$ cat config.mk
export PLATFORM = sky130hd
export DESIGN_NAME = up_req_engine
export DESIGN_NICKNAME = d
export VERILOG_FILES = /design/src/rtl/up_req_engine.sv
export SDC_FILE = /design/constraint.sdc
export NUM_CORES = 1
export LEC_CHECK = 0
export CORE_AREA = 2 2 172 174
export DETAILED_ROUTE_END_ITERATION = 10
export DIE_AREA = 0 0 174 176
export PLACE_DENSITY = 0.75
export SYNTH_ARGS = -nofsm -noshare
export SYNTH_HDL_FRONTEND = slang
export SYNTH_SLANG_ARGS = --single-unit
$ cat constraint.sdc
create_clock -name user_clk -period 11.1 [get_ports user_clk]
set_clock_uncertainty 0.1 [all_clocks]
set_input_delay 1.11 -clock user_clk [delete_from_list [all_inputs] [get_ports user_clk]]
set_output_delay 1.11 -clock user_clk [all_outputs]
set_load 0.005 [all_outputs]
$ cat src/rtl/up_req_engine.sv
// Upstream request engine: turns single-cycle accessor requests into handshaked TX descriptors
// and matches RX completions against the single outstanding read, issuing one ack per request.
module up_req_engine #(
    parameter int unsigned TIMEOUT_CYCLES = 50000,
    parameter int unsigned CNT_W          = 8
) (
    input  logic             user_clk,
    input  logic             user_reset,
    input  logic             up_read,
    input  logic             up_write,
    input  logic [4:0]       up_txtag,
    input  logic [63:0]      up_address,
    input  logic [63:0]      up_writedata,
    output logic             up_wait,
    output logic             up_ack,
    output logic [4:0]       up_rxtag,
    output logic [63:0]      up_readdata,
    output logic [2:0]       up_err,
    output logic             tx_valid,
    input  logic             tx_ready,
    output logic             tx_is_write,
    output logic [4:0]       tx_tag,
    output logic [63:0]      tx_address,
    output logic [63:0]      tx_data,
    input  logic             cpl_valid,
    input  logic [4:0]       cpl_tag,
    input  logic [2:0]       cpl_status,
    input  logic [63:0]      cpl_data,
    output logic [CNT_W-1:0] stray_count,
    output logic [CNT_W-1:0] drop_count
);

    typedef enum logic [1:0] {
        S_IDLE     = 2'd0,
        S_TX       = 2'd1,
        S_WAIT_CPL = 2'd2,
        S_RESP     = 2'd3
    } state_t;

    state_t            r_state;
    state_t            w_next;
    logic              r_wait;
    logic [31:0]       r_tmo;
    logic              r_is_write;
    logic [4:0]        r_tag;
    logic [63:0]       r_addr;
    logic [63:0]       r_data;
    logic [4:0]        r_rxtag;
    logic [63:0]       r_rdata;
    logic [2:0]        r_err;
    logic [CNT_W-1:0]  r_stray;
    logic [CNT_W-1:0]  r_drop;

    logic              w_req;
    logic              w_match;
    logic              w_expire;
    logic              w_load;
    logic [2:0]        w_err;
    logic [63:0]       w_rdata;

    assign w_req    = up_read | up_write;
    assign w_match  = (r_state == S_WAIT_CPL) && cpl_valid && (cpl_tag == r_tag);
    assign w_expire = (r_state == S_WAIT_CPL) && (r_tmo == 32'(TIMEOUT_CYCLES - 1));

    always_comb begin
        w_next  = r_state;
        w_load  = 1'b0;
        w_err   = '0;
        w_rdata = r_rdata;
        case (r_state)
            S_IDLE: if (w_req) w_next = S_TX;
            S_TX: begin
                if (tx_ready) begin
                    if (r_is_write) begin
                        w_next = S_RESP;
                        w_load = 1'b1;
                    end else begin
                        w_next = S_WAIT_CPL;
                    end
                end
            end
            S_WAIT_CPL: begin
                // a completion arriving in the expiry cycle takes priority over the timeout
                if (w_match) begin
                    w_next = S_RESP;
                    w_load = 1'b1;
                    case (cpl_status)
                        3'b000:  w_err = 3'b000;
                        3'b001:  w_err = 3'b001;
                        3'b100:  w_err = 3'b010;
                        default: w_err = 3'b011;
                    endcase
                    w_rdata = (cpl_status == 3'b000) ? cpl_data : '1;
                end else if (w_expire) begin
                    w_next  = S_RESP;
                    w_load  = 1'b1;
                    w_err   = 3'b100;
                    w_rdata = '1;
                end
            end
            S_RESP:  w_next = S_IDLE;
            default: w_next = S_IDLE;
        endcase
    end

    always_ff @(posedge user_clk or posedge user_reset) begin
        if (user_reset) begin
            r_state    <= S_IDLE;
            r_wait     <= 1'b0;
            r_tmo      <= '0;
            r_is_write <= 1'b0;
            r_tag      <= '0;
            r_addr     <= '0;
            r_data     <= '0;
            r_rxtag    <= '0;
            r_rdata    <= '0;
            r_err      <= '0;
            r_stray    <= '0;
            r_drop     <= '0;
        end else begin
            r_state <= w_next;
            r_wait  <= (w_next != S_IDLE);
            if (r_state == S_IDLE && w_req) begin
                r_is_write <= ~up_read;
                r_tag      <= up_txtag;
                r_addr     <= up_address;
                r_data     <= up_writedata;
            end
            if (r_state == S_TX)
                r_tmo <= '0;
            else if (r_state == S_WAIT_CPL)
                r_tmo <= r_tmo + 32'd1;
            if (w_load) begin
                r_rxtag <= r_tag;
                r_err   <= w_err;
                r_rdata <= w_rdata;
            end
            if (w_req && r_state != S_IDLE && r_drop != '1)
                r_drop <= r_drop + 1'b1;
            if (cpl_valid && !w_match && r_stray != '1)
                r_stray <= r_stray + 1'b1;
        end
    end

    assign up_wait     = r_wait;
    assign up_ack      = (r_state == S_RESP);
    assign up_rxtag    = r_rxtag;
    assign up_readdata = r_rdata;
    assign up_err      = r_err;
    assign tx_valid    = (r_state == S_TX);
    assign tx_is_write = r_is_write;
    assign tx_tag      = r_tag;
    assign tx_address  = r_addr;
    assign tx_data     = r_data;
    assign stray_count = r_stray;
    assign drop_count  = r_drop;

endmodule

### Yosys cells after proc, flatten, opt, wreduce, memory -nomap -nowiden

Index checks and enable logic that the tools add are counted.

* add/sub/neg operators: 3
* eq/ne operators: 9
* multiplexer cells: 20
* bitwise logic cells: 2
* reductions and logical operators: 16

Operator list (number)
* 2-to-1 mux 64 bit: 3
* 2-to-1 mux 32 bit: 2
* adder 32 x 1 -> 32 bit, second input constant: 1
* equality test 32 x 16 -> 1 bit, second input constant: 1
* adder 8 x 1 -> 8 bit, second input constant: 2
* != test 8 bit, second input constant: 2
* 2-to-1 mux 3 bit: 3
* logical AND 1 bit: 8
* 2-to-1 mux 2 bit: 4
* one-hot mux 2 bit (4 select lines): 1
* nonzero test 2 bit: 4
* one-hot mux 2 bit (3 select lines): 1
* equality test 5 bit: 1
* 2-to-1 mux 1 bit: 5
* equality test 2 bit, second input constant: 2
* equality test 3 x 1 -> 1 bit, second input constant: 1
* equality test 3 bit, second input constant: 1
* zero test 3 bit: 1
* AND reduction 3 bit: 1
* equality test 2 x 1 -> 1 bit, second input constant: 1
* zero test 2 bit: 1
* one-hot mux 1 bit (2 select lines): 1
* zero test 1 bit: 1
* NOT 1 bit: 1
* bitwise OR 1 bit: 1

* register bits after elaboration: 257
* input port bits: 211
* logic and storage cells: 62

### Longest topological paths before layout

* depth in word-level cells: 6
* depth in mapped cells: 9

### Least setup slack after synthesis

OpenSTA, ideal clock, no wires.

* path kind: input-to-reg
* start: input cpl_tag[3]
* end: register r_rdata[0] (netlist: up_readdata[0])
* arrival: 2.519 ns
* data required time: 10.875 ns
* setup slack: 8.356 ns
* cell stages on the path: 6
* buffers on the path: 1
* cells stage by stage: xnor2_1 -> nand4_1 -> nor4b_4 -> clkbuf_1 -> nand2b_1 -> mux2_4

* longest elaborated chain between the ends: 5
* elaborated cells on any way between the ends: 7
* classes of those cells: 1 x eq/ne; 3 x mux; 3 x reduce/logical

Ends and longest elaborated chain
* from (decl): line 26 `input logic [4:0] cpl_tag,`
* equality test 5 bit *: line 62 `assign w_match = (r_state == S_WAIT_CPL) && cpl_valid && (cpl_tag == r_tag);`
* logical AND 1 bit *: line 62
* 2-to-1 mux 1 bit: line 84 `if (w_match) begin`
* one-hot mux 1 bit (2 select lines): line 70 `case (r_state)`
* AND reduction 3 bit (no source line)
* to (signal assigned): line 136 `r_rdata <= w_rdata;`
* to (decl): line 49 `logic [63:0] r_rdata;`

Every way passes the cells marked *; elsewhere a longest branch is shown, timed or not.
A chain may end at the register's enable or synchronous reset.

### Final worst setup path

* start: input cpl_tag[3]
* end: register r_rdata[35] (netlist: up_readdata[35])

Same word-level chain as after synthesis.

==> reports/results.ini <==
[status]
outcome=finished clean

[layout]
final_common_cell=clkdlybuf4s50_1
nNetsFinal=1442
drive_gt1_share_pct=21.4
fillers=2381
fin_util_pct=58.3
mostFrequentLayoutCells=clkdlybuf4s50_1 (435), dfrtp_1 (257), mux2_2 (145)
syn_to_final_growth_pct=50.8

[cts]
cts_tree=yes
numCtsBuffers=28
clockRootBuffer=clkbuf_16
path_clk_slew_ns=0.06
worstSkewPairLatency_ns=0.55
cts_max_level=1
postCtsHoldBufs=0
cts.sinks=257
cts_buffer_depth=3
post_cts_buffers=0
cts_resized=0

[setup_path]
cp_data_required_time_ns=11.42
arrival_ns=4.08
end_kind=flop
crit_type=input pin to flop
cp_slowest_stage_delay_ns=0.80
worstPathCellList=clkdlybuf4s50_1, xnor2_1, nand4_1, nor2_1, o21a_4, buf_4, mux2_2
crit_path_top_delay_cell=buf_4
worstPathMaxFanout=59
crit_path_start_kind=input pin

[global_route]
grt_antenna_before_repair=5
grt_start_max_net_pins=123
grt_first_pass_wirelength_mm=47.6
grt_pass1_vias=8261
grt.overflow.total=0
grt_util_all_layers_pct=19.6

[logic_synthesis]
synth_area_leaders=dfrtp_1 (58%), mux2_2 (15%), mux2_4 (8.2%), nand2b_1 (3.7%), xor2_1 (1.9%)
synth_seq_cells=257
synth_top_area_share_pct=58.3
yosys.area.top_type=dfrtp_1
syn-num-nets=1006
netlist_area_mm2=0.0110
synth_ff_type=dfrtp_1
synth_edf_count=0
synth.avg_cell_area_um2=14.0
syn_inst=788
yosys_warnings=0
ys_seq_area_share_pct=58.3
async_flop_share_pct=100
yosys.cell_types.count=43

[sta]
hold_violations=0
tightest_slew_ns=1.22
period_minus_slack_ns=3.75
fmax_ghz=0.267
setup_viol=0
setup_tns_ns=0
rsz0062_at_grt=no
relSlewSlack_pct=18.3
min_period_over_period_pct=33.8
slew_viol_final=0

[pwr]
vdd_drop_max_mv=0.155
powerDensity_mw_per_mm2=239
p_leak_nw=6.96

[route]
viasPerCell=4.84
vias=7884
first_pass_iters=4
ant_nets=0
post-route-drc-count=0
drt_iter0_markers=360
wire_per_inst_um=19.0
routed_wl_mm=31.0

[floorplanning]
io_pins=436
coreArea_mm2=0.0285
die_area_mm2=0.0306
die_w_um=174
row_count=62
fp.dieH_um=176
start_util_pct=38.7

[placement]
hpwl_mm=22.6
gp_congestion=0.809
io_buffers=435

[worst_hold_path]
hold_path.class=flop to flop

[flow_run]
cap_violations=0

-- critical path: cells and delay by family --
kind | cells | cell delay (ns)
AOI/OAI and AO/OA | 1 | 0.24
xor gates and xnor gates | 1 | 0.13
buffers and inverters | 2 | 1.30
muxes | 1 | 0.42
and+or+nand+nor | 2 | 0.79
-- worst paths after layout --
check / startpoint / end / slack (ns) / depth (start not counted)
worst min register to register: up_err[1]$_DFFE_PP0P_ / up_err[1]$_DFFE_PP0P_ / 0.40 / 1
min in group asynchronous: user_reset / up_readdata[26]$_DFFE_PP0P_ / 1.06 / 2
worst max-delay path: cpl_tag[3] / up_readdata[35]$_DFFE_PP0P_ / 7.35 / 7
worst max register to register: r_state[0]$_DFF_PP0_ / up_readdata[35]$_DFFE_PP0P_ / 7.79 / 8
worst min-delay path: up_err[1]$_DFFE_PP0P_ / up_err[1]$_DFFE_PP0P_ / 0.40 / 1
max in group asynchronous: user_reset / tx_address[14]$_DFFE_PP0P_ / 7.62 / 4
-- area by class of cell --
| cell class | instances | area (µm²) | area share (%) |
|---|---|---|---|
| tap | 384 | 480 | 2.89 |
| multi-input combinational | 485 | 4330 | 26.0 |
| clock inverter | 10 | 161 | 0.969 |
| inverter | 9 | 41.3 | 0.248 |
| timing repair buffer | 443 | 4410 | 26.5 |
| sequential | 257 | 6430 | 38.6 |
| antenna | 5 | 12.5 | 0.0752 |
| clock buffer | 35 | 777 | 4.67 |
-- sequential cells by signal, indices dropped and copies added (netlist names) --
signal       count
tx_address      64
tx_data         64
up_readdata     64
r_tmo           32
drop_count       8
stray_count      8
tx_tag           5
up_rxtag         5
up_err           3
r_state          2
tx_is_write      1
up_wait          1
-- cell families after synthesis --
group / after synthesis / share of synthesized area (%)
buffers and inverters: 46 / 2.66
muxes: 206 / 23.0
adders and majority gates: 7 / 0.793
DFF: 257 / 58.3
xor gates and xnor gates: 43 / 3.41
AOI/OAI and AO/OA: 28 / 1.70
and+or+nand+nor: 201 / 10.1
-- per-stage QoR --
stage	power [mW]	instance area (µm²)	instances	hold slack, ns	setup WS, ns
final	3.98	16600	1628	0.398	7.35
after global routing	4.20	16600	1627	0.418	7.12
after floorplan	2.12	11000	788	0.379	2.82
after CTS	4.03	16600	1623	0.400	7.34
after detailed placement	3.04	15700	1578	0.387	6.77
after global placement	3.02	15700	1578	0.378	6.85
-- cell usage after synthesis, types with 2 or more instances --
| library cell | instances |
|---|---|
| inv_1 | 9 |
| nand3_1 | 22 |
| dfrtp_1 | 257 |
| clkbuf_1 | 24 |
| o21ai_0 | 11 |
| buf_2 | 6 |
| o21ai_1 | 2 |
| ha_1 | 7 |
| mux2_4 | 60 |
| xor2_1 | 24 |
| nand2_1 | 26 |
| o211ai_1 | 2 |
| or2b_1 | 3 |
| and3_1 | 5 |
| buf_12 | 7 |
| nor3_1 | 8 |
| mux2_2 | 145 |
| o2bb2ai_1 | 3 |
| xnor2_1 | 19 |
| nand4_1 | 19 |
| nor4_1 | 6 |
| o31ai_1 | 2 |
| nor2_1 | 35 |
| nand2b_1 | 65 |
| or3_1 | 2 |
| nor4b_1 | 2 |
-- power breakdown --
part	switching, mW	internal [mW]	leakage [nW]
logic	0.532	1.00	3.27
registers	0.210	1.27	3.22
clock network	0.371	0.582	0.466
-- routing by layer --
metal	vias to the layer above	wire [µm]	GRT usage (%)
met5	-	0	0
met4	0	1000	6.83
met3	49	2860	6.37
met2	307	15600	33.8
met1	3932	11500	23.1
li1	3596	-	-
(Power assumes the default switching activity.)
